--- config.mk ---
export PLATFORM = sky130hd
export DESIGN_NAME = arb2_burst_sel
export DESIGN_NICKNAME = d
export VERILOG_FILES = /design/src/rtl/arb2_burst_sel_pkg.sv /design/src/rtl/arb2_burst_sel_rr_pick2.sv /design/src/rtl/arb2_burst_sel.sv
export SDC_FILE = /design/constraint.sdc
export NUM_CORES = 1
export LEC_CHECK = 0
export CORE_AREA = 2 2 39 41
export CTS_BUF_LIST = sky130_fd_sc_hd__clkbuf_4
export DETAILED_ROUTE_END_ITERATION = 10
export DIE_AREA = 0 0 41 43
export GPL_TIMING_DRIVEN = 0
export PLACE_DENSITY = 0.69
export SLEW_MARGIN = 15
export SYNTH_ARGS = -nofsm -noshare
export SYNTH_HDL_FRONTEND = slang
export SYNTH_SLANG_ARGS = --single-unit
--- constraint.sdc ---
create_clock -name clk -period 2.28 [get_ports clk]
set_input_delay 0.228 -clock clk [delete_from_list [all_inputs] [get_ports clk]]
set_output_delay 0.228 -clock clk [all_outputs]
set_load 0.005 [all_outputs]
--- src/rtl/arb2_burst_sel_pkg.sv ---
// Shared definitions for the two-channel burst arbiter.
// Holds the FSM state encodings and the channel identifiers.
// No logic lives here; it is imported by the arbiter and its picker.
package arb2_burst_sel_pkg;

  // Arbiter FSM states
  typedef enum logic [1:0] {
    ST_IDLE = 2'b00,
    ST_BUSY = 2'b01
  } state_e;

  // Channel identifiers; also the value driven onto the mux select
  localparam logic CH0 = 1'b0;
  localparam logic CH1 = 1'b1;

endpackage

--- src/rtl/arb2_burst_sel_rr_pick2.sv ---
// Two-way round-robin picker: chooses a winner among req0/req1 given the last winner.
// Latency: purely combinational.
// Backpressure: none; the caller decides when the pick is consumed.
module arb2_burst_sel_rr_pick2
  import arb2_burst_sel_pkg::*;
(
  input  logic i_req0,
  input  logic i_req1,
  input  logic i_ptr,   // channel that won last time
  output logic o_win,   // winning channel, meaningful only when o_any
  output logic o_any
);

  assign o_any = i_req0 | i_req1;

  // A tie goes to the channel that did not win last; otherwise the lone requester wins.
  assign o_win = (i_req0 & i_req1) ? ~i_ptr : (i_req1 ? CH1 : CH0);

endmodule

--- src/rtl/arb2_burst_sel.sv ---
// Round-robin burst arbiter steering a downstream 2:1 mux; grants locked bursts of BURST beats.
// Latency: grant/select one cycle after request; beat valid/ack combinational within the burst.
// Backpressure: out_ready low holds the beat (no ack, no count); an idle grantee is released after TIMEOUT cycles.
module arb2_burst_sel
  import arb2_burst_sel_pkg::*;
#(
  parameter int BURST   = 4,
  parameter int CNT_W   = 2,
  parameter int TIMEOUT = 8,
  parameter int TO_W    = 4
) (
  input  logic clk,
  input  logic rst,
  input  logic req0,
  input  logic req1,
  input  logic out_ready,
  output logic s,
  output logic gnt0,
  output logic gnt1,
  output logic out_valid,
  output logic ack0,
  output logic ack1
);

  localparam logic [CNT_W-1:0] LAST_BEAT = CNT_W'(BURST - 1);
  localparam logic [TO_W-1:0]  IDLE_MAX  = TO_W'(TIMEOUT - 1);

  state_e           r_state, w_state_nxt;
  logic             r_s, w_s_nxt;
  logic             r_gnt0, w_gnt0_nxt;
  logic             r_gnt1, w_gnt1_nxt;
  logic             r_ptr, w_ptr_nxt;
  logic [CNT_W-1:0] r_cnt, w_cnt_nxt;
  logic [TO_W-1:0]  r_idle, w_idle_nxt;

  logic w_win;
  logic w_any;
  logic w_req_g;
  logic w_acc;

  arb2_burst_sel_rr_pick2 u_pick (
    .i_req0 (req0),
    .i_req1 (req1),
    .i_ptr  (r_ptr),
    .o_win  (w_win),
    .o_any  (w_any)
  );

  // The select register always names the grantee while a burst is open.
  assign w_req_g   = (r_s == CH1) ? req1 : req0;
  assign out_valid = (r_state == ST_BUSY) & w_req_g;
  assign w_acc     = out_valid & out_ready;
  assign ack0      = w_acc & (r_s == CH0);
  assign ack1      = w_acc & (r_s == CH1);

  assign s    = r_s;
  assign gnt0 = r_gnt0;
  assign gnt1 = r_gnt1;

  // State and counter registers with synchronous reset.
  always_ff @(posedge clk) begin
    if (rst) begin
      r_state <= ST_IDLE;
      r_s     <= CH0;
      r_gnt0  <= 1'b0;
      r_gnt1  <= 1'b0;
      r_ptr   <= CH1;
      r_cnt   <= '0;
      r_idle  <= '0;
    end else begin
      r_state <= w_state_nxt;
      r_s     <= w_s_nxt;
      r_gnt0  <= w_gnt0_nxt;
      r_gnt1  <= w_gnt1_nxt;
      r_ptr   <= w_ptr_nxt;
      r_cnt   <= w_cnt_nxt;
      r_idle  <= w_idle_nxt;
    end
  end

  // Next-state logic: grant in IDLE, count beats and idle cycles in BUSY.
  always_comb begin
    w_state_nxt = r_state;
    w_s_nxt     = r_s;
    w_gnt0_nxt  = r_gnt0;
    w_gnt1_nxt  = r_gnt1;
    w_ptr_nxt   = r_ptr;
    w_cnt_nxt   = r_cnt;
    w_idle_nxt  = r_idle;
    case (r_state)
      ST_IDLE: begin
        if (w_any) begin
          w_state_nxt = ST_BUSY;
          w_s_nxt     = w_win;
          w_gnt0_nxt  = (w_win == CH0);
          w_gnt1_nxt  = (w_win == CH1);
          w_ptr_nxt   = w_win;
          w_cnt_nxt   = LAST_BEAT;
          w_idle_nxt  = '0;
        end
      end
      ST_BUSY: begin
        if (w_acc) begin
          w_idle_nxt = '0;
          if (r_cnt == '0) begin
            w_state_nxt = ST_IDLE;
            w_gnt0_nxt  = 1'b0;
            w_gnt1_nxt  = 1'b0;
          end else begin
            w_cnt_nxt = r_cnt - 1'b1;
          end
        end else if (!w_req_g) begin
          if (r_idle == IDLE_MAX) begin
            // Grantee went quiet too long; ptr still names it so the peer wins the next tie.
            w_state_nxt = ST_IDLE;
            w_gnt0_nxt  = 1'b0;
            w_gnt1_nxt  = 1'b0;
            w_idle_nxt  = '0;
          end else begin
            w_idle_nxt = r_idle + 1'b1;
          end
        end else begin
          // Beat offered but consumer stalled: hold, and the grantee is not idle.
          w_idle_nxt = '0;
        end
      end
      default: begin
        w_state_nxt = ST_IDLE;
        w_gnt0_nxt  = 1'b0;
        w_gnt1_nxt  = 1'b0;
      end
    endcase
  end

endmodule

==> results.cfg, run 1 <==
[outcome]
run_status = complete, no violations

[timing]
hold_viol = 0
timing.final.ws_setup_ns = 0.227
max_slew_margin = 0.636
rsz0062_at_grt = false
slew_violations = 0
setup_viol = 0
fin_crit_sh = 0.900
max_slew.worst_pin.slew_ns = 0.542
post-route-min-period_ns = 2.05
timing.fmax_mhz = 487
skew_ns = 0.00757
tns_ns = 0

[cts]
clock_sinks = 11
cts_buffers = 3
cts_root_buf = clkbuf_4
htree_levels = 1
ctsHoldBuffers = 0
ctsResizeCount = 0
clock_path_buffers = 2
clk_pin_slew_ns = 0.07
cts_setup_buffers = 0
clock_latency_ns = 0.27
cts_tree = done

[yosys]
syn_area_um2 = 584
synth_cell_type_count = 33
synthesis.nets = 71
ys_warn_count = 0
synthArstFlopShare = 0
synthCells = 64
syn_avg_cell_area_um2 = 9.13
ys_ff_latch = 11
synth-edff-count = 0
ys.flop_type = dfxtp_1
yosysSeqAreaShare = 0.377

[die]
die_h_um = 43
die-area_um2 = 1760
io_pins = 11
fp.dieW_um = 41
core_um2 = 1380
start_util = 0.422
num_rows = 14

[global_route]
grtUsageTotal = 0.163
antenna_found_initial = 0
grt_start_max_net_pins = 11
grt_pass1_vias = 477
grt_overflow = 0
grt_pass1_wl_um = 1950

[critical_path]
required_ns = 2.05
reg2reg_from = s
rrSetupSlack_ns = 0.85
ff2ff_path_depth = 3
reg2reg_to = gnt1
critPathLaunchType = input pin
crit_type = in -> out
crit_arrival_ns = 1.83
critPathCaptureType = primary output
path_max_fanout = 9

[power_and_ir_drop]
power.leakage_nw = 0.277
irDropWorstVdd_mv = 0.251
power.density_nw_per_um2 = 615

[detailed_routing]
wl_per_cell_um = 12.7
drtAntennaViolNets = 0
dr.first_iter.drc_count = 4
drc_errors = 0
vias_per_cell = 6.00
vias = 558
wl_um = 1180
firstDrtPassIters = 4

[layout]
fill_cells = 133
final_cell_mix = 11 x dfxtp_1, 9 x clkdlybuf4s50_1, 6 x nand2_1, 5 x inv_1, 4 x clkbuf_4
mostFrequentLayoutCell = dfxtp_1
drive_gt1_frac = 0.130
syn2layout_area_growth_pct = 25.5
fin_nets = 85
n_antenna_cell = 0

[place]
dp_slack_ns = 0.0946
place.port_buffers = 9
routabilityCongestion = 0.646
place_hpwl_um = 859

[worst_hold_path]
hp-start = rst
min_to = r_idle[3]
hold_class = in -> reg
holdPathStages = 2

[job]
drv_cap = 0
==> worst max-delay path, cell delays in order <==
cell and delay (ns):
clkdlybuf4s50_1 0.56, mux2i_4 0.34, nor2_1 0.09, and3_1 0.18, clkdlybuf4s50_1 0.43
==> per-layer routing <==
layer,up-vias,wire [um],GRT usage
met4,0,25,0.100
met5,-,0,0
met2,13,538,0.231
met1,268,562,0.219
li1,273,-,-
met3,4,56,0.0314
==> logic make-up (layout without fill, tap and decap cells) <==
group / count (synthesis) / count (layout) / synth area share
adders and majority gates: 2 / 2 / 0.0428
AOI/OAI and AO/OA: 20 / 20 / 0.259
muxes: 1 / 1 / 0.0235
DFF: 11 / 11 / 0.377
buffers and inverters: 7 / 20 / 0.0535
and+or+nand+nor: 23 / 23 / 0.244
==> sequential cells by signal (all words and copies together) (netlist names) <==
signal	flops
s	1
gnt0	1
gnt1	1
r_ptr	1
r_cnt	2
r_state	1
r_idle	4
==> cells in the mapped netlist (all sizes together) (3+ instances only) <==
cell type  instances  area (um^2)
dfxtp             11          220
nand2              6         22.5
inv                5         18.8
a21oi              3         15.0
a311oi             3         26.3
a31oi              3         18.8
nand3              3         20.0
==> power by group <==
part	internal (mW)	switching, mW	leakage (nW)
clock	0.0796	0.0640	0.0184
combinational	0.0458	0.0477	0.168
sequential	0.205	0.00885	0.0904
total	0.331	0.121	0.277
==> stage by stage <==
stage / cells / power [mW] / hold WS (ns) / utilization / area (um^2)
final: 93 / 0.451 / 0.206 / 0.530 / 733
after global placement: 89 / 0.308 / 0.477 / 0.502 / 694
after global routing: 93 / 0.478 / 0.217 / 0.530 / 733
after CTS: 93 / 0.454 / 0.200 / 0.524 / 724
after detailed placement: 89 / 0.310 / 0.477 / 0.502 / 694
after floorplan: 64 / 0.275 / 0.429 / - / 584
==> layout make-up <==
type	count	area, um^2	area share
plain buffers	2	12.5	0.0171
clock buffers	4	30.0	0.0410
inverters	5	18.8	0.0256
multi-input cells	46	342	0.466
flip-flops and latches	11	220	0.300
well taps	16	20.0	0.0273
repair buffers	9	90.1	0.123
==> how the worst max path moves through the flow <==
stage | start | to
2_1_floorplan | s | ack1
3_3_place_gp | req0 | ack1
3_5_place_dp | req0 | ack1
4_1_cts | req0 | ack1
5_1_grt | s | ack1
6_report | req0 | ack1
Power figures use the tool's default switching activity.
==> run 2, diff against run 1 <==
--- a/config.mk
+++ b/config.mk
@@ -10,6 +10,7 @@
 export DETAILED_ROUTE_END_ITERATION = 10
 export DIE_AREA = 0 0 41 43
 export GPL_TIMING_DRIVEN = 0
+export MAX_ROUTING_LAYER = met4
 export PLACE_DENSITY = 0.69
 export SLEW_MARGIN = 15
 export SYNTH_ARGS = -nofsm -noshare
==> results.cfg, run 2 (synthesis gave the netlist of run 1 again) <==
[outcome]
run_status = complete, no violations

[layout]
fill_cells = 133
syn2layout_area_growth_pct = 25.5
fin_nets = 85
final_cell_mix = 11 x dfxtp_1, 9 x clkdlybuf4s50_1, 6 x nand2_1, 5 x inv_1, 4 x clkbuf_4
largest_register_ffs = 4
final_cell_area_um2 = 733
top_regs = r_idle: 4 flops, r_cnt: 2 flops
n_antenna_cell = 0
mostFrequentLayoutCell = dfxtp_1
drive_gt1_frac = 0.130
largest-register = r_idle

[global_route]
antenna_found_initial = 0
grtUsageTotal = 0.168
grt_pass1_wl_um = 1940
grt_overflow = 0
grt_pass1_vias = 477
grt_start_max_net_pins = 11

[detailed_routing]
drtAntennaViolNets = 0
wl_per_cell_um = 12.7
wl_um = 1180
vias_per_cell = 6.00
vias = 558
dr.first_iter.drc_count = 4
drc_errors = 0
firstDrtPassIters = 4

[critical_path]
required_ns = 2.05
crit_top_cell = clkdlybuf4s50_1
ff2ff_path_depth = 3
crit_type = in -> out
path_max_fanout = 9
rrSetupSlack_ns = 0.85
critPathSlowestCell = clkdlybuf4s50_1
crit_arrival_ns = 1.83
critPathLaunchType = input pin
crit_chain = clkdlybuf4s50_1 > mux2i_4 > nor2_1 > and3_1 > clkdlybuf4s50_1
critPathCaptureType = primary output
slowest_delay_ns = 0.56

[timing]
post-route-min-period_ns = 2.05
timing.fmax_mhz = 487
slew_violations = 0
max_slew_margin = 0.636
skew_ns = 0.00753
fin_crit_sh = 0.900
setup_viol = 0
max_slew.worst_pin.slew_ns = 0.542
tns_ns = 0
holdWs_ns = 0.206
rsz0062_at_grt = false
hold_viol = 0

[cts]
htree_levels = 1
ctsResizeCount = 0
clock_path_buffers = 2
cts_tree = done
cts_root_buf = clkbuf_4
clk_pin_slew_ns = 0.07
clock_latency_ns = 0.27
cts_buffers = 3
ctsHoldBuffers = 0
clock_sinks = 11
cts_setup_buffers = 0

[worst_hold_path]
hold_class = in -> reg
holdPathStages = 2

[die]
io_pins = 11
die_h_um = 43
die-area_um2 = 1760
start_util = 0.422
num_rows = 14
fp.dieW_um = 41
core_um2 = 1380

[place]
place_hpwl_um = 859
place.port_buffers = 9
dpl_cell_area_um2 = 694
routabilityCongestion = 0.652

[job]
drv_cap = 0

[power_and_ir_drop]
power.leakage_nw = 0.277
power.density_nw_per_um2 = 616
irDropWorstVdd_mv = 0.251
[run 2: cell counts in the layout (fill, tap and decap cells not counted)]
No cell type changed its count.
[run 2: report_power, final]
part           leakage [nW]  switching (mW)  internal, mW  total [mW]
clock                0.0184          0.0640        0.0796       0.144
sequential           0.0904         0.00885         0.205       0.214
combinational         0.168          0.0477        0.0458      0.0935
total                 0.277           0.121         0.331       0.451
[run 2: worst max-delay path, delay by kind of cell]
family,cells,cell delay (ns)
buffers and inverters,2,0.99
multiplexers,1,0.34
AND/OR/NAND/NOR,2,0.27
[run 2: final timing paths]
check / startpoint / end
setup reg to reg: s / gnt1
setup / recovery: req0 / ack1
hold / removal: rst / r_idle[3]
hold reg to reg: r_cnt[1] / r_cnt[1]
[run 2: per-stage QoR]
step                power, mW  instances  utilization  worst slack, ns
floorplan               0.275         64            -            0.949
global placement        0.308         89        0.502            0.112
detailed placement      0.310         89        0.502           0.0946
CTS                     0.454         93        0.524           0.0956
global route            0.478         93        0.530            0.132
finish                  0.451         93        0.530            0.227
[run 2: final cells by class]
cell class	instances	area, um^2	area share
clock buffer	4	30.0	0.0410
sequential	11	220	0.300
timing repair buffer	9	90.1	0.123
buffer	2	12.5	0.0171
tap	16	20.0	0.0273
inverter	5	18.8	0.0256
multi-input combinational	46	342	0.466
[run 2: per-layer routing]
| metal | vias up | global-route usage | wire [um] |
|---|---|---|---|
| li1 | 273 | - | - |
| met1 | 268 | 0.219 | 562 |
| met2 | 13 | 0.231 | 538 |
| met3 | 4 | 0.0314 | 56 |
| met4 | 0 | 0.100 | 25 |
| met5 | - | - | 0 |
==> run 3, diff against run 2 <==
--- a/config.mk
+++ b/config.mk
@@ -11,8 +11,9 @@
 export DIE_AREA = 0 0 41 43
 export GPL_TIMING_DRIVEN = 0
 export MAX_ROUTING_LAYER = met4
-export PLACE_DENSITY = 0.69
+export PLACE_DENSITY = 0.71
 export SLEW_MARGIN = 15
 export SYNTH_ARGS = -nofsm -noshare
 export SYNTH_HDL_FRONTEND = slang
+export SYNTH_HIERARCHICAL = 1
 export SYNTH_SLANG_ARGS = --single-unit
==> results.cfg, run 3 <==
[outcome]
run_status = complete, no violations

[worst_hold_path]
min_to = gnt0
hold_class = reg -> reg
hp-start = gnt0
holdPathStages = 2

[yosys]
ys_warn_count = 6
syn_avg_cell_area_um2 = 8.78
synth.most_common_cell = dfxtp_1
yosysTopAreaCell = dfxtp_1
synthTopCellsByArea = dfxtp_1 36%, a211oi_1 4.9%, ha_1 4.1%
synth_top_area_frac = 0.358
synthCells = 70
synth_common_cells = 11 x dfxtp_1, 6 x inv_1, 4 x a211oi_1, 4 x nand2_1, 4 x nor2_1
synthArstFlopShare = 0
synthesis.nets = 77
synth-edff-count = 0
ys_ff_latch = 11
synth_cell_type_count = 32
ys.flop_type = dfxtp_1
yosysSeqAreaShare = 0.358
syn_area_um2 = 614

[cts]
clock_sinks = 11
clock_latency_ns = 0.28
cts_buffers = 3
clock_path_buffers = 2
cts_tree = done
clk_pin_slew_ns = 0.08
cts_root_buf = clkbuf_4
htree_levels = 1
cts_setup_buffers = 0

[die]
start_util = 0.444
io_pins = 11
die-area_um2 = 1760
die_h_um = 43
num_rows = 14
core_um2 = 1380
fp.dieW_um = 41

[detailed_routing]
dr.first_iter.drc_count = 10
firstDrtPassIters = 4
wl_um = 1410
drtAntennaViolNets = 0
drc_errors = 0
vias_per_cell = 5.51
vias = 551
wl_per_cell_um = 14.1

[timing]
post-route-min-period_ns = 2.16
max_slew_margin = 0.638
slew_violations = 0
hold_viol = 0
timing.final.ws_setup_ns = 0.118
max_slew.worst_pin.slew_ns = 0.533
setup_viol = 0
fin_crit_sh = 0.948
tns_ns = 0
skew_ns = 0.00808
holdWs_ns = 0.479
timing.fmax_mhz = 462
rsz0062_at_grt = false

[layout]
top_regs = r_idle: 4 flops, r_cnt: 2 flops
syn2layout_area_growth_pct = 25.1
fin_nets = 92
largest-register = r_idle
largest_register_ffs = 4
drive_gt1_frac = 0.119
final_cell_mix = 11 x dfxtp_1, 10 x clkdlybuf4s50_1, 6 x inv_1
mostFrequentLayoutCell = dfxtp_1
n_antenna_cell = 0

[critical_path]
path_max_fanout = 6
critPathLaunchType = flip-flop
reg2reg_to = r_state[0]
rrSetupSlack_ns = 0.81
crit_type = reg -> out
required_ns = 2.05
crit_arrival_ns = 1.93
ff2ff_path_depth = 3
critPathCaptureType = primary output
crit_path_start = s
reg2reg_from = s

[power_and_ir_drop]
power_mw = 0.456
irDropWorstVdd_mv = 0.380
power.density_nw_per_um2 = 593
power.leakage_nw = 0.273

[global_route]
grt_overflow = 0
grt_start_max_net_pins = 11
grtUsageTotal = 0.194
grt_pass1_wl_um = 2190
antenna_found_initial = 0
grt_pass1_vias = 506

[job]
drv_cap = 0

[place]
dp_slack_ns = 0.187
place.port_buffers = 10
routabilityCongestion = 0.743
place_hpwl_um = 1020
[run 3: area by class of cell]
type	count	area, um^2
Clock buffer	4	30.0
Multi-Input combinational cell	51	368
Sequential cell	11	220
Tap cell	16	20.0
Fill cell	128	616
Inverter	6	22.5
Buffer	2	7.51
Timing Repair Buffer	10	100
[run 3: what timing repair did]
action                     4_1_cts  5_1_grt
hold buffers                     0        0
setup endpoints to repair        0        1
resized for setup                0        1
[run 3: worst max-delay path by stage]
stage                      end  slack, ns
floorplan           r_state[0]       0.91
CTS                  out_valid       0.06
global placement     out_valid       0.21
finish                    ack1       0.12
detailed placement        ack1       0.19
global route              ack0       0.04
[run 3: power breakdown]
group	internal [mW]	switching, mW
sequential	0.204	0.00888
clock	0.0798	0.0719
combinational	0.0453	0.0455
[run 3: kinds of logic after synthesis]
kind of cell | synth area share
muxes | 0.0570
buffers and inverters | 0.0489
and+or+nand+nor | 0.261
AOI/OAI and AO/OA | 0.234
adders and majority gates | 0.0407
DFF | 0.358
[run 3: worst max-delay path, stage by stage, from the launching register on]
cell and delay, ns:
dfxtp_1 0.45, mux2_4 0.37, and3_4 0.21, and2_2 0.18
clkdlybuf4s50_1 0.44
[run 3: per-stage QoR]
stage               utilization  cells  area, um^2
finish                    0.555    100         768
global route              0.555    100         768
CTS                       0.552    100         764
detailed placement        0.531     96         734
global placement          0.531     96         734
floorplan                     -     70         614
[run 3: layer usage]
| layer | track usage | routed length [um] | vias up |
|---|---|---|---|
| met5 | - | 0 | - |
| met4 | 0.140 | 45 | 0 |
| met1 | 0.239 | 683 | 248 |
| met3 | 0.0314 | 39 | 5 |
| li1 | - | - | 289 |
| met2 | 0.275 | 636 | 9 |
